--- config.mk ---
export PLATFORM = sky130hd
export DESIGN_NAME = forwarding_hazard_unit_flat
export DESIGN_NICKNAME = d
export VERILOG_FILES = /design/src/rtl/forwarding_hazard_unit_if.sv /design/src/rtl/forwarding_hazard_unit.sv /design/src/flat_wrapper.sv
export SDC_FILE = /design/constraint.sdc
export NUM_CORES = 1
export LEC_CHECK = 0
export CAP_MARGIN = 40
export CORE_MARGIN = 2
export CORE_UTILIZATION = 49
export CTS_CLUSTER_DIAMETER = 30
export DETAILED_ROUTE_END_ITERATION = 6
export PLACE_DENSITY = 0.81
export SLEW_MARGIN = 10
export SYNTH_ARGS = -nofsm -noshare
export SYNTH_HDL_FRONTEND = slang
export SYNTH_SLANG_ARGS = --single-unit
--- constraint.sdc ---
create_clock -name clk -period 3.49 [get_ports clk]
set_input_delay 0.5235 -clock clk [delete_from_list [all_inputs] [get_ports clk]]
set_output_delay 0.5235 -clock clk [all_outputs]
set_load 0.01 [all_outputs]
--- src/rtl/forwarding_hazard_unit_if.sv ---
// Decode-side bundle of the forwarding/hazard unit: decode operand info in,
// ALU operand select codes and the pipeline stall back out.
interface forwarding_hazard_unit_if #(
  parameter int REG_ADDR_W = 3
);
  logic                  id_valid;
  logic [REG_ADDR_W-1:0] id_src1;
  logic [REG_ADDR_W-1:0] id_src2;
  logic                  id_use_src1;
  logic                  id_use_src2;
  logic [REG_ADDR_W-1:0] id_dst;
  logic                  id_reg_write;
  logic                  id_mem_read;
  logic                  flush;
  logic [1:0]            alu_input1_sel;
  logic [1:0]            alu_input2_sel;
  logic                  stall;

  modport master (
    output id_valid, id_src1, id_src2, id_use_src1, id_use_src2,
    output id_dst, id_reg_write, id_mem_read, flush,
    input  alu_input1_sel, alu_input2_sel, stall
  );

  modport slave (
    input  id_valid, id_src1, id_src2, id_use_src1, id_use_src2,
    input  id_dst, id_reg_write, id_mem_read, flush,
    output alu_input1_sel, alu_input2_sel, stall
  );
endinterface

--- src/rtl/forwarding_hazard_unit.sv ---
// Decode-to-execute hazard unit: tracks the two producers ahead of decode, emits
// registered ALU forwarding selects and stalls decode for load-use dependencies.
module forwarding_hazard_unit #(
  parameter int REG_ADDR_W      = 3,
  parameter int LOAD_USE_STALLS = 1
) (
  input logic                     clk,
  input logic                     rst,
  forwarding_hazard_unit_if.slave fhu
);
  typedef enum logic [0:0] {ST_RUN = 1'b0, ST_STALL = 1'b1} state_t;

  localparam logic [1:0] SEL_REG  = 2'd0;
  localparam logic [1:0] SEL_ALU  = 2'd1;
  localparam logic [1:0] SEL_MEM  = 2'd2;
  localparam logic [1:0] SEL_ZERO = 2'd3;
  localparam logic [1:0] CNT_INIT = 2'(LOAD_USE_STALLS - 1);

  state_t                r_state;
  logic [1:0]            r_cnt;
  logic                  r_ex_v;
  logic [REG_ADDR_W-1:0] r_ex_dst;
  logic                  r_ex_load;
  logic                  r_mem_v;
  logic [REG_ADDR_W-1:0] r_mem_dst;
  logic [1:0]            r_sel1;
  logic [1:0]            r_sel2;

  logic [2:0] w_res1;
  logic [2:0] w_res2;
  logic       w_hazard;
  logic       w_stall;

  // Returns {load_use_hazard, select_code}; the execute-stage producer shadows the memory-stage one.
  function automatic logic [2:0] resolve(
    input logic                  valid,
    input logic                  use_src,
    input logic [REG_ADDR_W-1:0] src,
    input logic                  ex_v,
    input logic [REG_ADDR_W-1:0] ex_dst,
    input logic                  ex_load,
    input logic                  mem_v,
    input logic [REG_ADDR_W-1:0] mem_dst
  );
    logic [2:0] res;
    if (!(valid && use_src)) begin
      res = {1'b0, SEL_REG};
    end else if (ex_v && (ex_dst == src)) begin
      res = ex_load ? {1'b1, SEL_REG} : {1'b0, SEL_ALU};
    end else if (mem_v && (mem_dst == src)) begin
      res = {1'b0, SEL_MEM};
    end else begin
      res = {1'b0, SEL_REG};
    end
    return res;
  endfunction

  // Per-operand match of the decode instruction against the in-flight producer tags.
  always_comb begin
    w_res1   = resolve(fhu.id_valid, fhu.id_use_src1, fhu.id_src1,
                       r_ex_v, r_ex_dst, r_ex_load, r_mem_v, r_mem_dst);
    w_res2   = resolve(fhu.id_valid, fhu.id_use_src2, fhu.id_src2,
                       r_ex_v, r_ex_dst, r_ex_load, r_mem_v, r_mem_dst);
    w_hazard = w_res1[2] | w_res2[2];
  end

  // Stall is combinational so the PC and IF/ID hold in the same cycle the hazard is seen.
  always_comb begin
    w_stall = 1'b0;
    if (fhu.flush) begin
      w_stall = 1'b0;
    end else if (r_state == ST_STALL) begin
      w_stall = 1'b1;
    end else begin
      w_stall = w_hazard;
    end
  end

  // Producer tags, bubble insertion, stall counter and registered select codes.
  always_ff @(posedge clk) begin
    if (!rst) begin
      r_state   <= ST_RUN;
      r_cnt     <= 2'd0;
      r_ex_v    <= 1'b0;
      r_ex_dst  <= '0;
      r_ex_load <= 1'b0;
      r_mem_v   <= 1'b0;
      r_mem_dst <= '0;
      r_sel1    <= SEL_REG;
      r_sel2    <= SEL_REG;
    end else begin
      r_mem_v   <= r_ex_v;
      r_mem_dst <= r_ex_dst;
      if (fhu.flush) begin
        r_state <= ST_RUN;
        r_cnt   <= 2'd0;
        r_ex_v  <= 1'b0;
        r_sel1  <= SEL_ZERO;
        r_sel2  <= SEL_ZERO;
      end else begin
        case (r_state)
          ST_RUN: begin
            if (w_hazard) begin
              r_ex_v  <= 1'b0;
              r_sel1  <= SEL_ZERO;
              r_sel2  <= SEL_ZERO;
              r_cnt   <= CNT_INIT;
              r_state <= (CNT_INIT != 2'd0) ? ST_STALL : ST_RUN;
            end else begin
              r_ex_v    <= fhu.id_valid & fhu.id_reg_write;
              r_ex_dst  <= fhu.id_dst;
              r_ex_load <= fhu.id_mem_read;
              r_sel1    <= w_res1[1:0];
              r_sel2    <= w_res2[1:0];
            end
          end
          ST_STALL: begin
            r_ex_v <= 1'b0;
            r_sel1 <= SEL_ZERO;
            r_sel2 <= SEL_ZERO;
            if (r_cnt <= 2'd1) begin
              r_cnt   <= 2'd0;
              r_state <= ST_RUN;
            end else begin
              r_cnt <= r_cnt - 2'd1;
            end
          end
          default: begin
            r_state <= ST_RUN;
            r_cnt   <= 2'd0;
            r_ex_v  <= 1'b0;
            r_sel1  <= SEL_ZERO;
            r_sel2  <= SEL_ZERO;
          end
        endcase
      end
    end
  end

  assign fhu.alu_input1_sel = r_sel1;
  assign fhu.alu_input2_sel = r_sel2;
  assign fhu.stall          = w_stall;
endmodule

--- src/flat_wrapper.sv ---
// flat-port wrapper written by rule: the top's interface ports become plain ports
module forwarding_hazard_unit_flat 
#(
  parameter int REG_ADDR_W      = 3,
  parameter int LOAD_USE_STALLS = 1
)
  (clk, rst, fhu_id_valid, fhu_id_src1, fhu_id_src2, fhu_id_use_src1, fhu_id_use_src2, fhu_id_dst, fhu_id_reg_write, fhu_id_mem_read, fhu_flush, fhu_alu_input1_sel, fhu_alu_input2_sel, fhu_stall);
  forwarding_hazard_unit_if #(.REG_ADDR_W(REG_ADDR_W)) fhu_i ();
  input logic clk;
  input logic rst;
  input wire logic [$bits(fhu_i.id_valid)-1:0] fhu_id_valid;
  input wire logic [$bits(fhu_i.id_src1)-1:0] fhu_id_src1;
  input wire logic [$bits(fhu_i.id_src2)-1:0] fhu_id_src2;
  input wire logic [$bits(fhu_i.id_use_src1)-1:0] fhu_id_use_src1;
  input wire logic [$bits(fhu_i.id_use_src2)-1:0] fhu_id_use_src2;
  input wire logic [$bits(fhu_i.id_dst)-1:0] fhu_id_dst;
  input wire logic [$bits(fhu_i.id_reg_write)-1:0] fhu_id_reg_write;
  input wire logic [$bits(fhu_i.id_mem_read)-1:0] fhu_id_mem_read;
  input wire logic [$bits(fhu_i.flush)-1:0] fhu_flush;
  output wire logic [$bits(fhu_i.alu_input1_sel)-1:0] fhu_alu_input1_sel;
  output wire logic [$bits(fhu_i.alu_input2_sel)-1:0] fhu_alu_input2_sel;
  output wire logic [$bits(fhu_i.stall)-1:0] fhu_stall;
  assign fhu_i.id_valid = fhu_id_valid;
  assign fhu_i.id_src1 = fhu_id_src1;
  assign fhu_i.id_src2 = fhu_id_src2;
  assign fhu_i.id_use_src1 = fhu_id_use_src1;
  assign fhu_i.id_use_src2 = fhu_id_use_src2;
  assign fhu_i.id_dst = fhu_id_dst;
  assign fhu_i.id_reg_write = fhu_id_reg_write;
  assign fhu_i.id_mem_read = fhu_id_mem_read;
  assign fhu_i.flush = fhu_flush;
  assign fhu_alu_input1_sel = fhu_i.alu_input1_sel;
  assign fhu_alu_input2_sel = fhu_i.alu_input2_sel;
  assign fhu_stall = fhu_i.stall;
  forwarding_hazard_unit #(.REG_ADDR_W(REG_ADDR_W), .LOAD_USE_STALLS(LOAD_USE_STALLS)) u_core (.clk(clk), .rst(rst), .fhu(fhu_i));
endmodule
==> results.py <==
metrics = {
    "outcome": {
        "status": "finished clean",
    },
    "finish": {
        "final_area_um2": 1060,
        "fillers": 121,
        "area_growth_pct": 32.3,
        "drive_gt1_frac": 0.0690,
        "multiInputGateArea_um2": 462,
        "antenna_cells": 0,
        "num-nets-final": 134,
        "mostFrequentLayoutCells": "clkdlybuf4s50_1, dfxtp_1, nand3_1",
        "regArea_um2": 320,
        "final_common_cell": "clkdlybuf4s50_1",
    },
    "logic_synthesis": {
        "avgSynthCellArea_um2": 8.61,
        "synth_top_area_frac": 0.400,
        "synth_warnings": 0,
        "syn_inst": 93,
        "synth.area.top_cells": "dfxtp_1, nand3_1, xnor2_1, xor2_1, and3_1",
        "synthDistinctLibCells": 26,
        "synthesis.area_um2": 801,
        "synthesis.nets": 110,
        "ys_ff_latch": 16,
        "ys_seq_area_frac": 0.400,
        "yosysTopAreaCell": "dfxtp_1",
    },
    "grt": {
        "met3_usage": 0.0408,
        "grt_max_degree": 15,
        "grt_overflow_total": 0,
        "busiest_layer": "met2",
        "antenna_found_initial": 0,
        "grtUsageMet2": 0.406,
        "track_usage": 0.229,
        "first_global_vias": 769,
        "met1_usage": 0.251,
        "grt_pass1_wl_um": 3220,
    },
    "power_and_ir_drop": {
        "vdd_drop_max_mv": 0.228,
        "power-per-cell-area_nw_per_um2": 374,
        "leakage_nw": 0.407,
        "power.internal_mw": 0.297,
        "p_clk_frac": 0.308,
        "power.switching_mw": 0.0998,
        "p_comb_frac": 0.187,
        "switching_share": 0.252,
        "power_frac_seq": 0.505,
    },
    "critical_path": {
        "cp.required_ns": 2.97,
        "cp-end-kind": "output pin",
        "start_kind": "input port",
        "arrival_ns": 2.50,
        "cpMaxStageDelayCell": "clkdlybuf4s50_1",
        "cpMostUsedCell": "clkdlybuf4s50_1",
        "critPathKind": "in -> out",
        "cp_cell_sequence": "clkdlybuf4s50_1 > xnor2_1 > nand4_1 > a21o_1 > a21oi_1 > clkdlybuf4s50_1",
        "cp_max_fo": 5,
        "crit_path_max_incr_delay_ns": 0.56,
    },
    "sta": {
        "clock_skew_ns": 0.00137,
        "max_freq_ghz": 0.331,
        "slew_viol_final": 0,
        "tns_ns": 0,
        "max_slew_margin": 0.707,
        "tightest_slew_ns": 0.438,
        "period_needed_ns": 3.02,
        "finalHoldViolations": 0,
        "finalCritPeriodShare": 0.866,
        "finalSetupViolations": 0,
        "rsz0062_at_grt": "no",
    },
    "clocking": {
        "cts_hold_buf": 0,
        "clock_sinks": 16,
        "clock_latency_ns": 0.29,
        "cts_tree": "yes",
        "postCtsResizedCells": 0,
        "cts_max_level": 1,
        "clkTransAtPathRegs_ns": 0.09,
        "clk_path_buf_depth": 2,
        "cts_made_buffers": 3,
        "cts-root-buf": "clkbuf_4",
        "post_cts_buffers": 0,
    },
    "detailed_routing": {
        "drc": 0,
        "final_antenna_net_count": 0,
        "drt_iter0_drc": 22,
        "vias": 780,
        "drt-pass1-iter-count": 4,
        "wl_per_cell_um": 14.7,
        "viasPerCell": 5.91,
        "routed_wl_um": 1940,
    },
    "floorplan": {
        "die_width_um": 44.4,
        "initial_core_util": 0.525,
        "fp-row-count": 14,
        "dieArea_um2": 1970,
        "core-area_um2": 1520,
        "die_y_um": 44.4,
        "pin_count": 22,
    },
    "placed_design": {
        "placed_cell_area_um2": 1020,
        "dpl.hpwl_um": 1490,
        "io_buffers": 21,
        "place_congestion": 0.872,
    },
    "job": {
        "cap_violations": 0,
    },
    "hold_path": {
        "min_path_type": "reg -> reg",
    },
}
-- layer usage --
metal,routed length (um),up-vias
li1,-,380
met2,965,39
met1,778,356
met3,149,5
met4,44,0
met5,0,-
-- state kept, by name, indices dropped and copies added (netlist names) --
name	count
u_core.fhu.alu_input1_sel	2
u_core.fhu.alu_input2_sel	2
u_core.r_cnt	2
u_core.r_ex_dst	3
u_core.r_ex_load	1
u_core.r_ex_v	1
u_core.r_mem_dst	3
u_core.r_mem_v	1
u_core.r_state	1
-- Yosys cell counts (all sizes together) --
cell	n
clkbuf	2
a21oi	6
nand2	5
nand4	2
or4	2
nand4b	1
a31oi	1
nor2b	3
o22ai	1
a22oi	3
and3	5
and2	4
nor3b	1
inv	3
nand3	12
nor2	1
dfxtp	16
nor3	1
a21o	1
xnor2	6
or2	1
xor2	6
o31a	2
o21ai	6
and4	2
-- worst paths after layout --
kind / end / from / slack [ns] / cells past startpoint
worst min-delay path: u_core.r_cnt[0] / u_core.r_cnt[0] / 0.50 / 1
worst max-delay path: fhu_stall / fhu_id_src2[1] / 0.47 / 6
worst min register to register: u_core.r_cnt[0] / u_core.r_cnt[0] / 0.50 / 1
worst max register to register: u_core.r_cnt[1] / u_core.r_ex_dst[2] / 2.01 / 4
-- area by class of cell --
cell class,count,share of cell area
sequential,16,0.302
timing repair buffer,21,0.198
multi-input combinational,72,0.436
tap,16,0.0189
clock buffer,4,0.0342
inverter,3,0.0106
-- critical path, delay by kind of cell --
kind / cells / cell delay (ns)
buf+inv: 2 / 1.02
simple gates: 1 / 0.28
xor+xnor: 1 / 0.25
compound gates: 2 / 0.43
-- through the flow --
| stage | power (mW) | setup WS [ns] | hold slack [ns] | cells | utilization |
|---|---|---|---|---|---|
| final | 0.396 | 0.469 | 0.500 | 132 | 0.695 |
| after global routing | 0.415 | 0.363 | 0.530 | 132 | 0.695 |
| after CTS | 0.398 | 0.486 | 0.491 | 132 | 0.695 |
| after detailed placement | 0.278 | 0.517 | 0.478 | 128 | 0.672 |
| after global placement | 0.275 | 0.563 | 0.466 | 128 | 0.672 |
| after floorplan | 0.242 | 1.60 | 0.452 | 93 | - |
-- power by group through the flow --
stage,Combinational [mW],Sequential [mW],Clock (mW)
CTS,0.0739,0.200,0.124
detailed placement,0.0732,0.204,0
global route,0.0811,0.201,0.132
floorplan,0.0376,0.204,0
finish,0.0742,0.200,0.122
global placement,0.0715,0.203,0
-- cells by family after synthesis --
group | synth area share
AO/OA/AOI/OAI | 0.158
buffers and inverters | 0.0234
flip-flops | 0.400
XOR/XNOR | 0.131
AND/OR/NAND/NOR | 0.287
Power figures use the tool's default switching activity.
